## config.mk

```make
export PLATFORM = sky130hd
export DESIGN_NAME = rx_preamble_strip
export DESIGN_NICKNAME = d
export VERILOG_FILES = /design/src/rtl/eth_pkg.sv /design/src/rtl/rx_preamble_strip.sv
export SDC_FILE = /design/constraint.sdc
export NUM_CORES = 1
export LEC_CHECK = 0
export BUFFER_PORTS_ARGS = -buffer_cell sky130_fd_sc_hd__buf_2
export CAP_MARGIN = 20
export CORE_MARGIN = 3
export CORE_UTILIZATION = 46
export CTS_BUF_LIST = sky130_fd_sc_hd__clkbuf_8 sky130_fd_sc_hd__clkbuf_16
export DETAILED_ROUTE_END_ITERATION = 8
export HOLD_SLACK_MARGIN = 0.1
export PLACE_DENSITY = 0.85
export SLEW_MARGIN = 20
export SYNTH_ARGS = -nofsm -noshare
export SYNTH_HDL_FRONTEND = slang
export SYNTH_SLANG_ARGS = --single-unit
```

## constraint.sdc

```tcl
create_clock -name i_clk -period 1.58 [get_ports i_clk]
set_input_delay 0.316 -clock i_clk [delete_from_list [all_inputs] [get_ports i_clk]]
set_output_delay 0.316 -clock i_clk [all_outputs]
set_load 0.01 [all_outputs]
```

## src/rtl/eth_pkg.sv

```systemverilog
// Ethernet constants and receive-FSM state encoding shared by the TX preamble
// inserter and the RX preamble stripper.
package eth_pkg;

    localparam logic [7:0] PREAMBLE_BYTE = 8'h55;
    localparam logic [7:0] SFD_BYTE      = 8'h5d;

    typedef enum logic [2:0] {
        IDLE,
        HUNT,
        DATA,
        PASS,
        DROP
    } state_t;

endpackage

```

## src/rtl/rx_preamble_strip.sv

```systemverilog
// Strips the 0x55 preamble and 0x5d SFD from received packets, forwarding only
// frame bytes; malformed preambles drop the packet with a one-ce error pulse.
module rx_preamble_strip
    import eth_pkg::*;
#(
    parameter int unsigned MIN_PREAMBLE = 4,
    parameter int unsigned MAX_PREAMBLE = 7
) (
    input  logic       i_clk,
    input  logic       i_areset_n,
    input  logic       i_ce,
    input  logic       i_en,
    input  logic       i_v,
    input  logic [7:0] i_d,
    output logic       o_v,
    output logic [7:0] o_d,
    output logic       o_err
);

    localparam logic [3:0] MIN_CNT = 4'(MIN_PREAMBLE);
    localparam logic [3:0] MAX_CNT = 4'(MAX_PREAMBLE);

    state_t     state_p1, state_p0;
    logic [3:0] cnt_p1, cnt_p0;
    logic       vld_p0;
    logic       err_p0;

    logic is_pre;
    logic sfd_ok;
    assign is_pre = (i_d == PREAMBLE_BYTE);
    assign sfd_ok = (i_d == SFD_BYTE) && (cnt_p1 >= MIN_CNT);

    // Stage p1: state, counter and output registers, advancing only on ce
    always_ff @(posedge i_clk or negedge i_areset_n) begin
        if (!i_areset_n) begin
            state_p1 <= DROP;
            cnt_p1   <= '0;
            o_v      <= 1'b0;
            o_d      <= '0;
            o_err    <= 1'b0;
        end else if (i_ce) begin
            state_p1 <= state_p0;
            cnt_p1   <= cnt_p0;
            o_v      <= vld_p0;
            o_d      <= vld_p0 ? i_d : 8'h00;
            o_err    <= err_p0;
        end
    end

    // Stage p0: next-state decode
    always_comb begin
        state_p0 = state_p1;
        cnt_p0   = cnt_p1;
        case (state_p1)
            IDLE: begin
                if (i_v) begin
                    if (!i_en) begin
                        state_p0 = PASS;
                    end else if (is_pre) begin
                        state_p0 = HUNT;
                        cnt_p0   = 4'd1;
                    end else begin
                        state_p0 = DROP;
                    end
                end
            end
            HUNT: begin
                if (!i_v) begin
                    state_p0 = IDLE;
                end else if (is_pre) begin
                    if (cnt_p1 < MAX_CNT) cnt_p0 = cnt_p1 + 4'd1;
                    else                  state_p0 = DROP;
                end else if (sfd_ok) begin
                    state_p0 = DATA;
                end else begin
                    state_p0 = DROP;
                end
            end
            DATA, PASS, DROP: begin
                if (!i_v) state_p0 = IDLE;
            end
            default: state_p0 = DROP;
        endcase
    end

    // Stage p0: forward/error decode
    always_comb begin
        vld_p0 = 1'b0;
        err_p0 = 1'b0;
        case (state_p1)
            IDLE: begin
                if (i_v) begin
                    if (!i_en)        vld_p0 = 1'b1;
                    else if (!is_pre) err_p0 = 1'b1;
                end
            end
            HUNT: begin
                if (!i_v)        err_p0 = 1'b1;
                else if (is_pre) err_p0 = !(cnt_p1 < MAX_CNT);
                else             err_p0 = !sfd_ok;
            end
            DATA, PASS: vld_p0 = i_v;
            default: begin
                vld_p0 = 1'b0;
                err_p0 = 1'b0;
            end
        endcase
    end

endmodule

```

==> flow_summary.ini <==
[status]
status = complete, but fails checks
failed_checks = negative setup slack

[yosys]
ys_ff_latch = 17
ys_async_sr_fraction_pct = 100
synthCells = 79
synth.area.top_cells = dfrtp_1 (43%), a22o_1 (8.6%), mux2_1 (3.7%), o41ai_4 (3.0%), dfstp_2 (2.9%)
ys.flop_type = dfrtp_1
synth_edf_count = 0
synth_top_area_cell = dfrtp_1
syn-cell-area_sq_um = 921
ys_warn_count = 0
synth_cell_type_count = 39
synth_top_area_share_pct = 43.5
avgSynthCellArea_sq_um = 11.7
synth_nets = 93
yosysSeqAreaShare_pct = 46.3

[finish]
fillCellCount = 123
syn_to_final_growth_pct = 51.1
multi_input_area_sq_um = 539
n_antenna_cell = 0
drive_gt1_share_pct = 56.5
fin_area_sq_um = 1390
fin_nets = 146
finalNonFillerCells = 156
regArea_sq_um = 429

[setup_path]
cpLargestDelayFamily = flip-flops
crit_path_end_kind = flip-flop
crit_required_ns = 1.72
worstPathArrival_ns = 1.79
path_max_fanout = 7
slowest_delay_ns = 0.66
critPathKind = reg -> reg
crit_buf_inv = 0
start_kind = flip-flop
path_cells = and2b_1 -> a211oi_2 -> o21ai_2 -> mux2_4
crit_slowest_cell = dfstp_2

[power_and_ir_drop]
power.leakage_uw = 0.000687
power_frac_clock_pct = 17.8
combPwrFrac_pct = 46.1
p_switching_uw = 618
peakVddDrop_mv = 1.11
p_int_uw = 1180
seqPwrFrac_pct = 36.1
swShare_pct = 34.4
power_density_nw_per_um2 = 1290

[route]
drt_iter0_markers = 4
wl_microns = 2500
post_drt_via_cell_ratio = 5.76
post-route-drc-count = 0
vias = 898
wire_per_inst_microns = 16.1
drtPass1Iterations = 4
final_antenna_net_count = 0

[sta]
period_share_pct = 104
finalMaxSlewViolations = 0
hold_slack_ns = 0.304
period_needed_ns = 1.65
max_freq_mhz = 607
finalClockSkew_ns = 0.00309
rsz0062_at_grt = true
setup_viol = 6
hold_viol = 0
worst_slew_pin_slew_ns = 0.372
fin_ws_ns = -0.0672
slew_headroom_pct = 75.2

[clocking]
cts_tree = yes
cts.htree.levels = 1
clock_latency_ns = 0.25
cts-root-buf = clkbuf_8
clk_pin_slew_ns = 0.07
cts_buffer_depth = 2
numClockSinks = 17
cts_inserted_buffers = 3

[place]
place.detailed.hpwl_microns = 1680
portBuffers = 22
place_congestion = 0.851
dpl_cell_area_sq_um = 1190
dp_cells = 142

[global_route]
grt_pass1_vias = 936
grt_overflow = 0
antenna_found_initial = 0
grt_max_degree = 18
grt_pass1_wl_microns = 4220
grt_usage_pct = 21.9

[job]
drv_cap = 0

[die]
start_util_pct = 51.1
die-area_sq_um = 2570
rows = 15
fp.dieH_microns = 50.7
io_pins = 23
die_w_microns = 50.7
core_sq_um = 1800

[worst_hold_path]
min_path_type = in -> reg
metrics by stage:
step / setup TNS [ns] / power, uW / util, % / setup slack, ns
floorplan: 0 / 953 / - / 0.00356
global placement: -0.109 / 1190 / 66.1 / -0.0561
detailed placement: -0.236 / 1210 / 66.1 / -0.0839
CTS: -0.136 / 1750 / 76.7 / -0.0589
global route: -0.542 / 1890 / 77.2 / -0.106
finish: -0.221 / 1800 / 77.2 / -0.0672
area by class of cell:
class	instances	share of cell area, %
clock buffer	3	2.97
tap	25	2.25
sequential	17	30.8
multi-input combinational	58	38.8
clock inverter	1	0.270
inverter	1	0.270
timing repair buffer	51	24.6
synth_stat cells, drive strengths merged, types with 2 or more instances:
cell,number
nor4b,2
nand2,7
a2bb2oi,2
buf,2
a22o,9
a21oi,2
o41ai,2
o21a,2
and4bb,2
nand3,4
o21ai,2
mux2,3
dfrtp,16
nor2,4
registers in the layout (all words and copies together), names as in the netlist:
signal and cells:
cnt_p1 4, o_d 8, o_err 1, o_v 1, state_p1 3
cell usage in the layout, fill, tap and decap left out, types with 2 or more instances in the layout:
cell type / Yosys / final
buf_4: 0 / 27
buf_2: 1 / 22
dfrtp_1: 16 / 14
a22o_1: 9 / 9
nand2_1: 7 / 7
nand3_1: 4 / 4
mux2_4: 0 / 3
nor2_1: 3 / 3
clkbuf_8: 0 / 3
and4bb_2: 2 / 2
o21a_1: 2 / 2
inv_1: 1 / 2
a2bb2oi_1: 2 / 2
dfrtp_2: 0 / 2
metal layers:
metal	wire, microns	up-vias	global-route usage [%]
met5	0	-	0
met3	135	9	2.97
li1	-	421	-
met4	78	0	11.2
met2	1190	32	38.0
met1	1100	436	26.2
kinds of logic (layout without fill, tap and decap cells):
family,count (synthesis),in the layout,synth area share (%)
AND/OR/NAND/NOR,28,28,20.7
buffers and inverters,4,56,2.58
AO/OA/AOI/OAI,26,26,25.4
adder cells (fa/ha/maj),1,1,1.36
flip-flops,17,17,46.3
multiplexers,3,3,3.67
power groups by stage:
stage                     Sequential (uW)  Combinational, uW  Clock [uW]
after floorplan                       623                330           0
after global placement                638                551           0
after detailed placement              650                564           0
after CTS                             644                786         324
after global routing                  660                890         339
final                                 648                828         319
final timing paths:
path | cells after the start | slack, ns | endpoint | from
setup / recovery | 4 | -0.07 | state_p1[0] | state_p1[2]
hold / removal | 2 | 0.30 | o_d[7] | i_d[7]
setup reg to reg | 4 | -0.07 | state_p1[0] | state_p1[2]
hold reg to reg | 1 | 0.48 | o_v | o_v
max in group asynchronous | 2 | 0.76 | state_p1[2] | i_areset_n
min in group asynchronous | 2 | 0.51 | o_d[7] | i_areset_n
worst register-to-register path, cell delays in order, from the launching register on:
cell,delay [ns]
dfstp_2,0.66
and2b_1,0.23
a211oi_2,0.21
o21ai_2,0.12
mux2_4,0.31
repair_timing:
action | 4_1_cts | 5_1_grt
hold buffers | 1 | 0
resized for setup | 13 | 1
setup endpoints to repair | 4 | 6
buffers inserted | 8 | 1
endpoints found under the hold margin | 16 | 0
pin swaps | 8 | 0
No activity file was read; power rests on OpenSTA's default activity.
